--- src/rtl/i2c_mem_sequencer.sv ---
// Arbitrates between the I2C engine and a local host. Each request becomes an
// address lookup followed by up to NBYTES single-byte transfers to the slave memory.
module i2c_mem_sequencer #(
   parameter int ADDRESSLENGTH = 8,
   parameter int NBYTES = 2,
   localparam int NBW = $clog2(NBYTES + 1)
) (
   input  logic                     Clk,
   input  logic                     Reset,
   input  logic                     IReq,
   input  logic                     IRorW,
   input  logic [ADDRESSLENGTH-1:0] IAddr,
   input  logic [NBW-1:0]           INum,
   input  logic [8*NBYTES-1:0]      IWData,
   input  logic                     HReq,
   input  logic                     HRorW,
   input  logic [ADDRESSLENGTH-1:0] HAddr,
   input  logic [NBW-1:0]           HNum,
   input  logic [8*NBYTES-1:0]      HWData,
   output logic                     IDone,
   output logic                     HDone,
   output logic                     Found,
   output logic [8*NBYTES-1:0]      RData,
   output logic                     Busy,
   output logic                     MemEnable,
   output logic                     MemMode,
   output logic                     MemRorW,
   output logic [ADDRESSLENGTH-1:0] MemAddr,
   output logic [7:0]               MemWData,
   input  logic [7:0]               MemRData,
   input  logic                     MemAddressFound
);

   typedef enum logic [2:0] {
      IDLE, LOOKUP_EN, LOOKUP_CHK, XFER_SETUP, XFER_EN, XFER_CAP, DONE
   } stateT;

   localparam logic [NBW-1:0] MAXNUM = NBW'(NBYTES);

   stateT                    state, nextState;
   logic                     grantHost, lastGrantHost, grantHostNext;
   logic                     rorwQ;
   logic [ADDRESSLENGTH-1:0] addrQ;
   logic [NBW-1:0]           numQ, byteIdx, reqNum, byteIdxInc;
   logic [8*NBYTES-1:0]      wdataQ, rdataQ;
   logic                     foundQ;

   // On a tie the host only wins when the previous grant went to the I2C engine.
   assign grantHostNext = HReq && (!IReq || !lastGrantHost);
   assign reqNum        = grantHostNext ? HNum : INum;
   assign byteIdxInc    = NBW'(byteIdx + 1'b1);

   always_ff @(posedge Clk) begin
      if (Reset) state <= IDLE;
      else       state <= nextState;
   end

   always_comb begin
      nextState = state;
      case (state)
         IDLE:       if (IReq || HReq) nextState = LOOKUP_EN;
         LOOKUP_EN:  nextState = LOOKUP_CHK;
         LOOKUP_CHK: nextState = (!MemAddressFound || numQ == '0) ? DONE : XFER_SETUP;
         XFER_SETUP: nextState = XFER_EN;
         XFER_EN:    nextState = XFER_CAP;
         XFER_CAP:   nextState = (byteIdxInc == numQ) ? DONE : XFER_SETUP;
         DONE:       nextState = IDLE;
         default:    nextState = IDLE;
      endcase
   end

   // Request fields are captured once at grant so the requester may change them freely afterwards.
   always_ff @(posedge Clk) begin
      if (Reset) begin
         grantHost     <= 1'b0;
         lastGrantHost <= 1'b1;
         rorwQ         <= 1'b0;
         addrQ         <= '0;
         numQ          <= '0;
         wdataQ        <= '0;
         byteIdx       <= '0;
         foundQ        <= 1'b0;
         rdataQ        <= '0;
      end else begin
         case (state)
            IDLE: begin
               if (IReq || HReq) begin
                  grantHost <= grantHostNext;
                  rorwQ     <= grantHostNext ? HRorW : IRorW;
                  addrQ     <= grantHostNext ? HAddr : IAddr;
                  wdataQ    <= grantHostNext ? HWData : IWData;
                  numQ      <= (reqNum > MAXNUM) ? MAXNUM : reqNum;
                  foundQ    <= 1'b0;
                  rdataQ    <= '0;
               end
            end
            LOOKUP_CHK: begin
               foundQ  <= MemAddressFound;
               byteIdx <= '0;
            end
            XFER_CAP: begin
               if (!rorwQ) rdataQ[8*byteIdx +: 8] <= MemRData;
               byteIdx <= byteIdxInc;
            end
            DONE: lastGrantHost <= grantHost;
            default: ;
         endcase
      end
   end

   // Everything is decoded from the state and forced low while Reset is high.
   always_comb begin
      MemEnable = 1'b0;
      MemMode   = 1'b0;
      MemRorW   = 1'b0;
      MemAddr   = '0;
      MemWData  = '0;
      IDone     = 1'b0;
      HDone     = 1'b0;
      Found     = 1'b0;
      RData     = '0;
      Busy      = 1'b0;
      if (!Reset) begin
         Busy  = (state != IDLE);
         Found = foundQ;
         RData = rdataQ;
         if (state != IDLE) MemAddr = addrQ;
         case (state)
            LOOKUP_EN: MemEnable = 1'b1;
            XFER_SETUP, XFER_EN, XFER_CAP: begin
               MemMode   = 1'b1;
               MemRorW   = rorwQ;
               MemWData  = wdataQ[8*byteIdx +: 8];
               MemEnable = (state == XFER_EN);
            end
            DONE: begin
               IDone = !grantHost;
               HDone = grantHost;
            end
            default: ;
         endcase
      end
   end

endmodule

--- config.mk ---
export PLATFORM = sky130hd
export DESIGN_NAME = i2c_mem_sequencer
export DESIGN_NICKNAME = d
export VERILOG_FILES = /design/src/rtl/i2c_mem_sequencer.sv
export SDC_FILE = /design/constraint.sdc
export NUM_CORES = 1
export LEC_CHECK = 0
export CAP_MARGIN = 0
export CORE_MARGIN = 2
export CORE_UTILIZATION = 43
export DETAILED_ROUTE_END_ITERATION = 6
export GPL_TIMING_DRIVEN = 1
export PLACE_DENSITY = 0.78
export SLEW_MARGIN = 20
export SYNTH_ARGS = -nofsm -noshare
export SYNTH_HDL_FRONTEND = slang
export SYNTH_SLANG_ARGS = --single-unit
export TNS_END_PERCENT = 10
--- constraint.sdc ---
create_clock -name Clk -period 2.2 [get_ports Clk]
set_input_delay 0.44 -clock Clk [delete_from_list [all_inputs] [get_ports Clk]]
set_output_delay 0.44 -clock Clk [all_outputs]
set_load 0.02 [all_outputs]
-- Word level (Yosys, flattened, before mapping)
Cells that the tools add are included.
- $add $sub $neg: 2
- magnitude comparators: 1
- eq/ne operators: 9
- shift-type cells: 3
- multiplexer cells: 33
- reduce and logical (&&, ||, !) cells: 18
- operator list (cell ; count):
    16-bit two-way mux ; 4
    8-bit two-way mux ; 5
    5-bit negator with 34-bit output ; 1
    8-bit by 34-bit variable shift with 16-bit output, first input constant ; 1
    8-bit by 34-bit variable part select with 16-bit output ; 1
    16-bit one-hot mux with 2 select lines ; 1
    3-bit one-hot mux with 6 select lines ; 1
    16-bit bitwise mux ; 1
    16-bit by 6-bit variable part select with 8-bit output ; 1
    1-bit two-way mux ; 13
    3-bit == test, second input constant ; 3
    3-bit two-way mux ; 3
    3-bit by 2-bit == test with 1-bit output, second input constant ; 2
    2-bit nonzero test ; 3
    1-bit logical NOT ; 4
    2-bit two-way mux ; 2
    2-bit != test, second input constant ; 2
    1-bit one-hot mux with 2 select lines ; 2
    2-bit one-hot mux with 2 select lines ; 1
    2-bit AND reduction ; 2
    3-bit by 1-bit == test with 1-bit output, second input constant ; 1
    3-bit logical NOT ; 1
    1-bit logical OR ; 3
    3-bit AND reduction ; 1
    other kinds (7) ; 7
- register bits after elaboration: 51
- word-level logic and storage cells: 76

-- Longest topological paths before layout
Gate-level depths: netlist of run 1.
- depth in word-level cells: 6
- gate-level depth with buffers: 8

-- Worst setup path after synthesis of run 1
No wires, ideal clock.
- kind: input-to-output
- start point: in Reset
- end point: out MemWData[0]
- data arrival time: 1.803 ns
- required time: 1.760 ns
- setup slack: -0.043 ns
- cell stages on the path: 5
- path through: clkbuf_1 > clkbuf_1 > a21oi_1 > nand2_1 > nor2_1
- cells in the longest elaborated chain, start to end: 1
- ends and longest elaborated chain (what ; RTL line ; source):
    start, declared ; 9 ; input logic Reset,
    8-bit two-way mux ; 123 ; if (!Reset) begin
    end, declared ; 29 ; output logic [7:0] MemWData,
No other way between the ends.

-- Worst setup path after layout of run 1
- start point: reg state[1]
- end point: out MemWData[7]
- cells in the longest elaborated chain, start to end: 4
- elaborated cells on any way between the ends: 6
- ends and longest elaborated chain (what ; RTL line ; source):
    start, declared ; 40 ; stateT state, nextState;
    start signal, assigned ; 55 ; else state <= nextState;
    3-bit == test or 3-bit by 2-bit == test with 1-bit output (tied branches) ; 128 ; case (state)
    3-bit OR reduction (*) ; 128 ;
    8-bit two-way mux (*) ; 128 ;
    8-bit two-way mux (*) ; 123 ;
Every way passes the cells marked *; elsewhere a longest branch is shown, timed or not.

==> flow_metrics.env, run 1 <==
export IMPL_startpoint="state[1]"
export IMPL_regToRegStartpoint="state[1]"
export IMPL_drv_cap=0
export IMPL_finalMaxSlewViolations=0
export IMPL_grt_pass1_wl_mm=10.8
export IMPL_critPathBufInv=1
export IMPL_finalCriticalPeriod_ps=2110
export IMPL_placed_area_um2=3720
export IMPL_finalSetupViolations=0
export IMPL_synth_edff_count=0
export IMPL_rsz0062_at_grt="no"
export IMPL_fp_row_count=28
export IMPL_postLayoutCoreUtil=0.652
export IMPL_grt_max_degree=35
export IMPL_finalHoldWorstSlack_ps=481
export IMPL_power_density_nw_per_um2=704
export IMPL_fin_skew_ps=4.98
export IMPL_ys_top_cells_by_area="dfxtp_1 (40%), a211oi_1 (8.0%), nor2_1 (6.6%)"
export IMPL_cts_buffer_depth=2
export IMPL_hp_start="foundQ"
export IMPL_peakVddDrop_v=0.000394
export IMPL_wl_per_cell_um=13.8
export IMPL_ys_seq_elements=51
export IMPL_routed_wl_mm=6.83
export IMPL_hold_class="flip-flop to flip-flop"
export IMPL_synth_top_cell_area_share=0.401
export IMPL_drc=0
export IMPL_routabilityCongestion=0.825
export IMPL_yosysWarnings=0
export IMPL_final_cells=493
export IMPL_ys_seq_area_frac=0.401
export IMPL_synthFlopType="dfxtp_1"
export IMPL_whs_path_depth=2
export IMPL_num_vias=2569
export IMPL_cts_htree_levels=2
export IMPL_outcome="finished, final reports clean"
export IMPL_path_cells="nand2b_1 > a21oi_2 > nand2_2 > nor2_1 > dlygate4sd2_1"
export IMPL_holdPathEnd="foundQ"
export IMPL_dieArea_um2=6560
export IMPL_drt_iter0_drc=80
export IMPL_final_nets=486
export IMPL_antennaDiodeCount=0
export IMPL_relSlewSlack=0.640
export IMPL_syn_area_um2=2550
export IMPL_die_x_um=81.0
export IMPL_syn2layout_area_growth_pct=48.8
export IMPL_synth_most_common_cell="dfxtp_1"
export IMPL_pin_count=106
export IMPL_ys_types=37
export IMPL_reg2regPathDepth=7
export IMPL_fmax_ghz=0.473
export IMPL_place_inst=485
export IMPL_reg2reg_slack_ps=240
export IMPL_critPathMaxFanout=8
export IMPL_port_buffers=105
export IMPL_period_share=0.961
export IMPL_fin_tns_setup_ps=0
export IMPL_synthCells=311
export IMPL_r2r_end="wdataQ[0]"
export IMPL_post_route_cells_drive_above_1_share=0.0933
export IMPL_clock_sinks=51
export IMPL_antenna_found_initial=0
export IMPL_crit_family="simple AND/OR/NAND/NOR gates"
export IMPL_arrival_ps=1670
export IMPL_postSynthAreaPerCell_um2=8.19
export IMPL_fp_coreArea_um2=5820
export IMPL_clock_latency_ps=300
export IMPL_track_usage=0.213
export IMPL_power_leakage_nw=1.46
export IMPL_place_hpwl_mm=5.19
export IMPL_first_global_vias=2312
export IMPL_cpPeakStageDelay_ps=350
export IMPL_synth_nets=380
export IMPL_initial_core_util=0.438
export IMPL_cts_root_buf="clkbuf_8"
export IMPL_numCtsBuffers=5
export IMPL_cts_tree="done"
export IMPL_drt_first_pass_iters=4
export IMPL_synthTopCellsByCount="dfxtp_1 (51), nor2_1 (45), a211oi_1 (27), o22ai_1 (27), nand2_1 (26)"
export IMPL_grt_overflow_total=0
export IMPL_yosysTopAreaCell="dfxtp_1"
export IMPL_critPathSlowestCell="dfxtp_2"
export IMPL_worst_pin_slew_ps=541
export IMPL_final_cell_area_um2=3790
export IMPL_crit_type="flip-flop to output pin"
export IMPL_synthArstFlopShare=0
export IMPL_die_y_um=81.0
export IMPL_worstPathRequired_ps=1760
export IMPL_hold_violations=0
export IMPL_postCtsHoldBufs=0
export IMPL_cp_start_kind="flip-flop"
export IMPL_vias_per_cell=5.21
export IMPL_ant_nets=0
export IMPL_clkSlewWorstSetupHoldPaths_ps=90
export IMPL_critPathCaptureType="output pin"
## through the flow
stage | total power, mW | worst slack, ps
after floorplan | 1.79 | 150
after global placement | 2.16 | 57.8
after detailed placement | 2.18 | 59.3
after CTS | 2.69 | 29.6
after global routing | 2.85 | 17.9
final | 2.67 | 86.7
## metal layers
metal	global-route usage	share of wire	vias up
li1	-	-	1317
met1	0.268	0.44	1161
met2	0.360	0.49	85
met3	0.0567	0.061	6
met4	0.0576	0.0092	0
met5	0	0	-
## repair_timing
item                                   CTS  global route
endpoints found under the hold margin    0             0
setup endpoints to repair               21            15
setup buffers                            0             0
gates resized for setup                 23            13
## tightest hold or removal path, delay by kind of cell, from the launching register on
kind | cells | cell delay [ps]
AOI/OAI and AO/OA | 2 | 120
DFF | 1 | 320
## logic make-up (layout without fill, tap and decap cells)
group           count (synthesis)  in the layout  share of synthesized area
compound gates                 89             89                      0.248
xor+xnor                        3              3                     0.0103
fa+ha+maj                       2              2                    0.00982
buf+inv                        31            138                     0.0521
flops                          51             51                      0.401
mux                             8              8                     0.0314
simple gates                  127            127                      0.248
## cell usage in the layout (no fill, tap or decap), types with 2 or more instances in the layout
cell              n
dfxtp_2           2
clkbuf_2          2
nand2_1          25
and2_1           10
o31ai_1          17
nand3b_1          2
a211oi_1         27
nor3_1            4
mux2i_1           8
ha_1              2
and4b_1           2
o22ai_1          27
buf_4            19
a22oi_2           2
dlygate4sd2_1    13
nor2_1           45
clkbuf_8          5
o21ai_0           2
a21oi_1           6
xnor2_1           2
nor2b_1          20
clkdlybuf4s50_1  82
inv_1             6
clkdlybuf4s15_1   6
nand2b_1         11
dfxtp_1          49
## worst max-delay path by stage
stage,endpoint,slack [ps],depth (start not counted)
after floorplan,MemWData[0],150,5
after global placement,MemWData[7],60,5
after detailed placement,MemWData[7],60,5
after CTS,MemEnable,30,4
after global routing,MemAddr[6],20,6
final,MemWData[7],90,5
## state kept, by name, indices dropped and copies added (netlist names)
name,count
rorwQ,1
wdataQ,16
grantHost,1
state,3
addrQ,8
rdataQ,16
numQ,2
lastGrantHost,1
byteIdx,2
foundQ,1
## area by class of cell
class	instances	area (um^2)
inverters	6	22.5
flip-flops and latches	51	1020
repair buffers	124	1160
well taps	75	93.8
multi-input cells	229	1400
clock inverters	2	12.5
fillers	533	2030
clock buffers	6	72.6
## report_power, final
part / switching (mW) / internal (mW) / total, mW
registers: 0.0851 / 1.07 / 1.15
logic: 0.545 / 0.443 / 0.988
clock network: 0.303 / 0.223 / 0.526
Note: power is estimated with default switching activity, not from simulation.
==> run 2, diff against run 1 <==
--- a/config.mk
+++ b/config.mk
@@ -5,13 +5,13 @@
 export SDC_FILE = /design/constraint.sdc
 export NUM_CORES = 1
 export LEC_CHECK = 0
+export ABC_AREA = 1
 export CAP_MARGIN = 0
 export CORE_MARGIN = 2
-export CORE_UTILIZATION = 43
+export CORE_UTILIZATION = 45
 export DETAILED_ROUTE_END_ITERATION = 6
 export GPL_TIMING_DRIVEN = 1
 export PLACE_DENSITY = 0.78
-export SLEW_MARGIN = 20
 export SYNTH_ARGS = -nofsm -noshare
 export SYNTH_HDL_FRONTEND = slang
 export SYNTH_SLANG_ARGS = --single-unit
==> run 2 against run 1 <==
Area after synthesis up 16%. Via count up 26%. Flip-flop and latch count unchanged. Combinational power up 61%. Critical endpoint is now HDone.
==> flow_metrics.env, run 2 <==
export IMPL_cts_root_buf="clkbuf_8"
export IMPL_synthTopCellsByCount="nand2_1 (195), nor2_1 (83), dfxtp_1 (51)"
export IMPL_critPathMaxFanout=5
export IMPL_seq_power_share=0.370
export IMPL_postSynthAreaPerCell_um2=5.92
export IMPL_pin_count=106
export IMPL_finalMaxSlewViolations=0
export IMPL_worstPathRequired_ps=1760
export IMPL_grt_pass1_wl_mm=13.6
export IMPL_finalHoldWorstSlack_ps=466
export IMPL_outcome="finished, final reports clean"
export IMPL_fp_row_count=29
export IMPL_cp_start_kind="flip-flop"
export IMPL_synth_edff_count=0
export IMPL_cts_htree_levels=2
export IMPL_die_y_um=84.9
export IMPL_synth_most_common_cell="nand2_1"
export IMPL_clkSlewWorstSetupHoldPaths_ps=90
export IMPL_syn_area_um2=2950
export IMPL_p_switching_mw=1.35
export IMPL_final_nets=670
export IMPL_critPathCaptureType="output pin"
export IMPL_drt_first_pass_iters=4
export IMPL_routabilityCongestion=0.812
export IMPL_yosysTopAreaCell="dfxtp_1"
export IMPL_drt_iter0_drc=117
export IMPL_grt_overflow_total=0
export IMPL_initial_core_util=0.464
export IMPL_internal_power_mw=2.06
export IMPL_placed_area_um2=4090
export IMPL_pwr_share_clk=0.164
export IMPL_die_x_um=84.9
export IMPL_synth_top_cell_area_share=0.346
export IMPL_multiInputGateArea_um2=1630
export IMPL_crit_type="flip-flop to output pin"
export IMPL_worst_pin_slew_ps=502
export IMPL_post_route_cells_drive_above_1_share=0.0899
export IMPL_routed_wl_mm=7.80
export IMPL_numCtsBuffers=5
export IMPL_period_share=0.967
export IMPL_swShare=0.395
export IMPL_ys_top_cells_by_area="dfxtp_1 (35%), nand2_1 (25%), nor2_1 (11%)"
export IMPL_fillCellCount=626
export IMPL_cts_tree="done"
export IMPL_seqCellArea_um2=1020
export IMPL_finalSetupViolations=0
export IMPL_power_density_nw_per_um2=825
export IMPL_dieArea_um2=7210
export IMPL_power_leakage_nw=1.94
export IMPL_vias_per_cell=4.79
export IMPL_synthFlopType="dfxtp_1"
export IMPL_ys_types=24
export IMPL_rsz0062_at_grt="yes"
export IMPL_hold_violations=0
export IMPL_peakVddDrop_v=0.000523
export IMPL_clock_latency_ps=310
export IMPL_place_hpwl_mm=5.89
export IMPL_final_cell_mix="nand2_1 (193), nor2_1 (83), clkdlybuf4s50_1 (82)"
export IMPL_reg_top3="rdataQ: 16 flops, wdataQ: 16 flops, addrQ: 8 flops"
export IMPL_cts_buffer_depth=2
export IMPL_ant_nets=0
export IMPL_synthArstFlopShare=0
export IMPL_drv_cap=0
export IMPL_grt_max_degree=41
export IMPL_hold_class="flip-flop to flip-flop"
export IMPL_relSlewSlack=0.664
export IMPL_track_usage=0.226
export IMPL_fmax_ghz=0.470
export IMPL_fin_skew_ps=8.72
export IMPL_yosysWarnings=0
export IMPL_power_frac_comb=0.466
export IMPL_clock_sinks=51
export IMPL_fp_coreArea_um2=6350
export IMPL_final_cell_area_um2=4130
export IMPL_cts_setup_buffers=0
export IMPL_arrival_ps=1690
export IMPL_syn2layout_area_growth_pct=40.2
export IMPL_synthCells=498
export IMPL_drc=0
export IMPL_layout_commonest_cell="nand2_1"
export IMPL_ys_seq_elements=51
export IMPL_postCtsHoldBufs=0
export IMPL_ys_seq_area_frac=0.346
export IMPL_cts_resized=25
export IMPL_port_buffers=105
export IMPL_wl_per_cell_um=11.5
export IMPL_synth_nets=567
export IMPL_antennaDiodeCount=0
export IMPL_finalCriticalPeriod_ps=2130
export IMPL_antenna_found_initial=0
export IMPL_num_vias=3245
export IMPL_first_global_vias=3133
run 2: cell type report:
cell class,count,area share
repair buffers,122,0.272
flip-flops and latches,51,0.248
well taps,77,0.0233
inverters,46,0.0427
clock inverters,1,0.00121
multi-input cells,375,0.394
clock buffers,6,0.0200
run 2: kinds of logic (layout without fill, tap and decap cells):
family,Yosys count,after routing,synth area share
xor+xnor,2,2,0.00595
buf+inv,72,175,0.105
flops,51,51,0.346
simple gates,315,315,0.431
fa+ha+maj,2,2,0.00849
compound gates,56,56,0.103
run 2: worst paths after layout:
| kind | from | end | slack [ps] | cells past startpoint |
|---|---|---|---|---|
| worst max-delay path | state[2] | HDone | 70 | 5 |
| worst min-delay path | wdataQ[0] | wdataQ[0] | 470 | 2 |
| worst max register to register | byteIdx[0] | rdataQ[7] | 340 | 5 |
| worst min register to register | wdataQ[0] | wdataQ[0] | 470 | 2 |
run 2: power groups by stage:
stage	Combinational, mW	Sequential, mW	Clock, mW
CTS	1.59	1.26	0.561
finish	1.59	1.26	0.558
detailed placement	1.61	1.28	0
global route	1.78	1.29	0.601
global placement	1.58	1.27	0
floorplan	1.06	1.25	0
run 2: worst max-delay path: stages (launching register included):
cell and delay [ps]:
dfxtp_1 400, inv_1 120, nor3_1 240, nand2_1 130, nor2_1 130, clkdlybuf4s15_1 360
run 2: metal layers:
metal  up-vias  wire (um)  track usage
met5         -          0            0
met4         0         66       0.0433
met3         8        474       0.0545
met2        91       3770        0.401
met1      1418       3480        0.280
li1       1728          -            -
run 2: through the flow:
stage	power [mW]	util	setup TNS, ps	cells	worst slack [ps]
3_3_place_gp	2.85	0.644	-72.7	671	-40.5
4_1_cts	3.41	0.655	0	678	0.125
3_5_place_dp	2.88	0.644	-325	671	-61.3
2_1_floorplan	2.32	-	0	498	187
6_report	3.41	0.650	0	678	72.8
5_1_grt	3.67	0.650	-58.7	678	-58.7
